## src/rtl/seq_pattern_detector_pkg.sv

```systemverilog
// Shared encodings and default sizes for the serial pattern detector and its helpers.
// Pure declarations; no logic, no latency.
package seq_pattern_detector_pkg;

   typedef enum logic {
      MODE_MEALY = 1'b0,
      MODE_MOORE = 1'b1
   } mode_e;

   typedef enum logic {
      OVL_OFF = 1'b0,
      OVL_ON  = 1'b1
   } ovl_e;

   localparam int DEF_LEN   = 4;
   localparam int DEF_CNT_W = 8;

endpackage

```

## src/rtl/seq_pattern_detector_sat_counter.sv

```systemverilog
// Saturating up-counter with synchronous clear; 1-cycle update, clear beats increment.
// No backpressure: increments are taken whenever en is high and the count is not at all-ones.
module sat_counter #(
   parameter int W = 8
)(
   input  logic         clk,
   input  logic         reset,
   input  logic         en,
   input  logic         clr,
   output logic [W-1:0] value,
   output logic         sat
);

   logic [W-1:0] value_q, value_d;

   assign sat   = &value_q;
   assign value = value_q;

   always_comb begin
      value_d = value_q;
      if (clr) begin
         value_d = '0;
      end else if (en && !sat) begin
         value_d = value_q + 1'b1;
      end
   end

   always_ff @(posedge clk or posedge reset) begin
      if (reset) begin
         value_q <= '0;
      end else begin
         value_q <= value_d;
      end
   end

endmodule

```

## src/rtl/seq_pattern_detector.sv

```systemverilog
// Serial LEN-bit pattern detector with programmable pattern, Mealy (0-cycle) or Moore (1-cycle) z.
// No backpressure: en qualifies each bit, load discards the bit of its cycle.
module seq_pattern_detector
   import seq_pattern_detector_pkg::*;
#(
   parameter int             LEN         = DEF_LEN,
   parameter logic [LEN-1:0] DEF_PATTERN = LEN'(4'b1011),
   parameter int             CNT_W       = DEF_CNT_W
)(
   input  logic             clk,
   input  logic             reset,
   input  logic             en,
   input  logic             w,
   input  logic             load,
   input  logic [LEN-1:0]   pat_in,
   input  logic             moore,
   input  logic             overlap,
   input  logic             clr_count,
   output logic             z,
   output logic [CNT_W-1:0] hit_count,
   output logic             count_sat
);

   localparam int                FILL_W   = $clog2(LEN);
   localparam logic [FILL_W-1:0] FILL_MAX = FILL_W'(LEN - 1);

   logic [LEN-2:0]  hist_q, hist_d;
   logic [FILL_W-1:0] fill_q, fill_d;
   logic [LEN-1:0]  pat_q, pat_d;
   logic            z_q, z_d;
   logic            accept;
   logic            match_now;
   logic [LEN-1:0]  window;

   // The window is the stored history plus the bit arriving now, newest in bit 0.
   assign accept    = en & ~load;
   assign window    = {hist_q, w};
   assign match_now = accept & (fill_q == FILL_MAX) & (window == pat_q);

   always_comb begin
      hist_d = hist_q;
      fill_d = fill_q;
      pat_d  = pat_q;
      z_d    = match_now;
      if (load) begin
         pat_d  = pat_in;
         fill_d = '0;
      end else if (en) begin
         hist_d = window[LEN-2:0];
         if (match_now && (ovl_e'(overlap) == OVL_OFF)) begin
            fill_d = '0;
         end else if (fill_q != FILL_MAX) begin
            fill_d = fill_q + 1'b1;
         end
      end
   end

   always_ff @(posedge clk or posedge reset) begin
      if (reset) begin
         hist_q <= '0;
         fill_q <= '0;
         pat_q  <= DEF_PATTERN;
         z_q    <= 1'b0;
      end else begin
         hist_q <= hist_d;
         fill_q <= fill_d;
         pat_q  <= pat_d;
         z_q    <= z_d;
      end
   end

   // fill is zero throughout reset, so the Mealy path is also quiet then.
   assign z = (mode_e'(moore) == MODE_MOORE) ? z_q : match_now;

   sat_counter #(.W(CNT_W)) u_hits (
      .clk   (clk),
      .reset (reset),
      .en    (match_now),
      .clr   (clr_count),
      .value (hit_count),
      .sat   (count_sat)
   );

endmodule

```

## config.mk

```make
export PLATFORM = sky130hd
export DESIGN_NAME = seq_pattern_detector
export DESIGN_NICKNAME = d
export VERILOG_FILES = /design/src/rtl/seq_pattern_detector_pkg.sv /design/src/rtl/seq_pattern_detector_sat_counter.sv /design/src/rtl/seq_pattern_detector.sv
export SDC_FILE = /design/constraint.sdc
export NUM_CORES = 1
export LEC_CHECK = 0
export BUFFER_PORTS_ARGS = -buffer_cell sky130_fd_sc_hd__clkbuf_2
export CORE_MARGIN = 2
export CORE_UTILIZATION = 55
export CTS_BUF_LIST = sky130_fd_sc_hd__clkbuf_8
export DETAILED_ROUTE_END_ITERATION = 7
export GPL_TIMING_DRIVEN = 0
export PLACE_DENSITY = 0.81
export SLEW_MARGIN = 20
export SYNTH_ARGS = -nofsm -noshare
export SYNTH_HDL_FRONTEND = slang
export SYNTH_SLANG_ARGS = --single-unit
```

## constraint.sdc

```tcl
create_clock -name clk -period 2.5 [get_ports clk]
set_clock_uncertainty 0.15 [all_clocks]
set_input_delay 0.125 -clock clk [delete_from_list [all_inputs] [get_ports clk]]
set_output_delay 0.125 -clock clk [all_outputs]
set_load 0.1 [all_outputs]
```

==> results.json <==
{
  "p_per_area_mw_per_mm2": 539.7,
  "ys_ff_latch": 18,
  "start_util_pct": 58.70,
  "setup_viol": 0,
  "tightest_slew_ns": 0.6808,
  "synthTopCellsByArea": "dfrtp_1, dfstp_2, mux2_2, o31ai_1, a21oi_1",
  "yosys.area.top_type_share_pct": 37.04,
  "fin_nets": 136,
  "fin_cells": 146,
  "slew_headroom_pct": 54.56,
  "worstSkewPairLatency_ns": 0.25,
  "end_kind": "output pin",
  "synth_cell_types": 31,
  "cts_tree": "done",
  "overflow": 0,
  "p_comb_share_pct": 17.3,
  "drt_iter0_markers": 19,
  "max_freq_ghz": 0.4197,
  "root_buffer": "clkbuf_8",
  "io_buffers": 19,
  "yosysTopAreaCell": "dfrtp_1",
  "p_int_mw": 0.5177,
  "synth-main-ff-cell": "dfrtp_1",
  "fin_setup_tns_ns": 0,
  "grt_setup_unrepaired": "no",
  "p_leak_nw": 0.5547,
  "ys.warnings.count": 0,
  "grt_pass1_vias": 777,
  "ir_worst_vdd_mv": 0.5146,
  "synth_cells": 91,
  "dieArea_mm2": 0.002202,
  "synth_area_per_cell_um2": 11.14,
  "dp.cells": 135,
  "ctsResizeCount": 0,
  "seq_area_um2": 454.2,
  "area_delta_synth_final_pct": 26.91,
  "slowest_stage": "dlygate4sd3_1",
  "power.share.sequential_pct": 48.6,
  "layout-drive-gt1-share_pct": 37.19,
  "antennaDiodeCount": 0,
  "setup.worst_path.start_class": "input pin",
  "die_h_um": 46.93,
  "cpPeakStageDelay_ns": 0.53,
  "slew_violations": 0,
  "worstPathMaxFanout": 10,
  "post-route-cell-area_mm2": 0.001286,
  "worst_slack_ns": 0.1172,
  "routedWlPerCell_um": 12.84,
  "post-route-min-period_ns": 2.383,
  "syn_area_mm2": 0.001013,
  "pin_count": 22,
  "synth_fp_nets": 105,
  "gp_congestion": 0.8283,
  "grt_pass1_wl_mm": 3.160,
  "timing.final.crit_share_pct": 95.31,
  "dp_slack_ns": 0.4176,
  "dpl.hpwl_mm": 1.391,
  "critPathBufInv": 4,
  "critPathKind": "in -> out",
  "cts_max_level": 1,
  "worst_path_most_repeated_cell": "clkbuf_2",
  "numCtsBuffers": 3,
  "grt_max_degree": 19,
  "grt_usage_pct": 20.54,
  "maxCapViolCount": 0,
  "ff2ff_setup_slack_ns": 0.46,
  "yosysMostFrequentCell": "dfrtp_1",
  "hold_violations": 0,
  "multi_input_area_um2": 530.5,
  "yosysSeqAreaShare_pct": 44.81,
  "n_fill_cell": 130,
  "hold_class": "in -> reg",
  "num_rows": 15,
  "cts.path.max_buffers": 2,
  "clock_sinks": 18,
  "yosys-top-cells-count": "dfrtp_1, a21oi_1, mux2_2",
  "p_sw_share_pct": 25.42,
  "vias": 810,
  "coreArea_mm2": 0.001727,
  "drt_wl_total_mm": 1.875,
  "critical_path_arrival_ns": 2.11,
  "antenna_found_initial": 0,
  "place_area_mm2": 0.001161,
  "status": "finished, final reports clean",
  "critPathTopFamily": "buffers and inverters",
  "drc": 0,
  "p_switching_mw": 0.1764,
  "async_reset_ff_share_pct": 100.0,
  "die_x_um": 46.93,
  "dr.pass1.iters": 4,
  "worstPathCellList": "dlygate4sd3_1, clkbuf_2, xnor2_1, nand3_2, buf_2, o31ai_4, clkbuf_2",
  "clk_pin_slew_worst_paths_ns": 0.07,
  "viasPerCell": 5.548,
  "p_total_mw": 0.6941,
  "cp.required_ns": 2.23,
  "synth-edff-count": 0,
  "ant_nets": 0,
  "pwr-share-clk_pct": 34.1
}
[cell families after synthesis]
family                     synth area share [%]
muxes                                     10.99
AOI/OAI and AO/OA                         11.11
DFF                                       44.82
adders and majority gates                 2.469
xor gates and xnor gates                  5.309
and+or+nand+nor                           20.37
buffers and inverters                     4.937
[power by group through the flow]
stage,clock [mW],sequential [mW],combinational [mW]
final,0.237,0.337,0.120
after global routing,0.255,0.340,0.132
after CTS,0.245,0.338,0.121
after detailed placement,0,0.343,0.112
after global placement,0,0.341,0.110
after floorplan,0,0.339,0.0896
[final timing paths]
check,startpoint,end,cells past startpoint
worst max register to register,u_hits.value[0],u_hits.value[7],6
worst min-delay path,overlap,fill_q[1],3
worst max-delay path,w,z,7
max in group asynchronous,reset,u_hits.value[7],3
worst min register to register,hist_q[2],hist_q[2],1
min in group asynchronous,reset,u_hits.value[4],3
[through the flow]
step | hold slack (ns) | utilization, %
after floorplan | -0.08862 | -
after global placement | 0.08609 | 67.25
after detailed placement | 0.08957 | 67.25
after CTS | 0.05390 | 74.49
after global routing | 0.06787 | 74.49
final | 0.06081 | 74.49
[sequential cells by signal, indices dropped and copies added, names as in the netlist]
register and count:
pat_q 4, u_hits.value 8, z_q 1, fill_q 2, hist_q 3
[layout by cell type, fill, tap and decap left out, types with 3 or more instances in the layout]
master / n
clkbuf_2: 19
dfrtp_1: 15
mux2_2: 7
a21oi_1: 7
dlygate4sd3_1: 7
nand3_1: 5
inv_1: 5
o31ai_1: 4
or4_1: 4
clkbuf_8: 4
nor2b_1: 3
xnor2_1: 3
nor2_1: 3
nand2_1: 3
dfstp_2: 3
[layout make-up]
type,count,share of cell area [%]
plain buffers,4,2.432
clock buffers,4,4.280
inverters,5,1.459
multi-input cells,64,41.25
flip-flops and latches,18,35.31
well taps,25,2.432
repair buffers,26,12.84
[tightest hold or removal path: stages]
cell	delay, ns
clkbuf_2	0.09
o32ai_1	0.09
mux2i_1	0.11
[repair_timing]
| item | 4_1_cts | 5_1_grt |
|---|---|---|
| endpoints found under the setup margin | 0 | 0 |
| buffers inserted | 0 | 0 |
| hold buffers | 7 | 0 |
| endpoints found under the hold margin | 21 | 0 |
[per-layer routing]
metal / up-vias / GRT usage (%) / wire length, µm
met3: 2 / 5.769 / 108
met1: 388 / 25.96 / 818
li1: 392 / - / -
met4: 0 / 10.00 / 12
met5: - / 0 / 0
met2: 28 / 32.33 / 936
No activity file was read; power rests on OpenSTA's default activity.
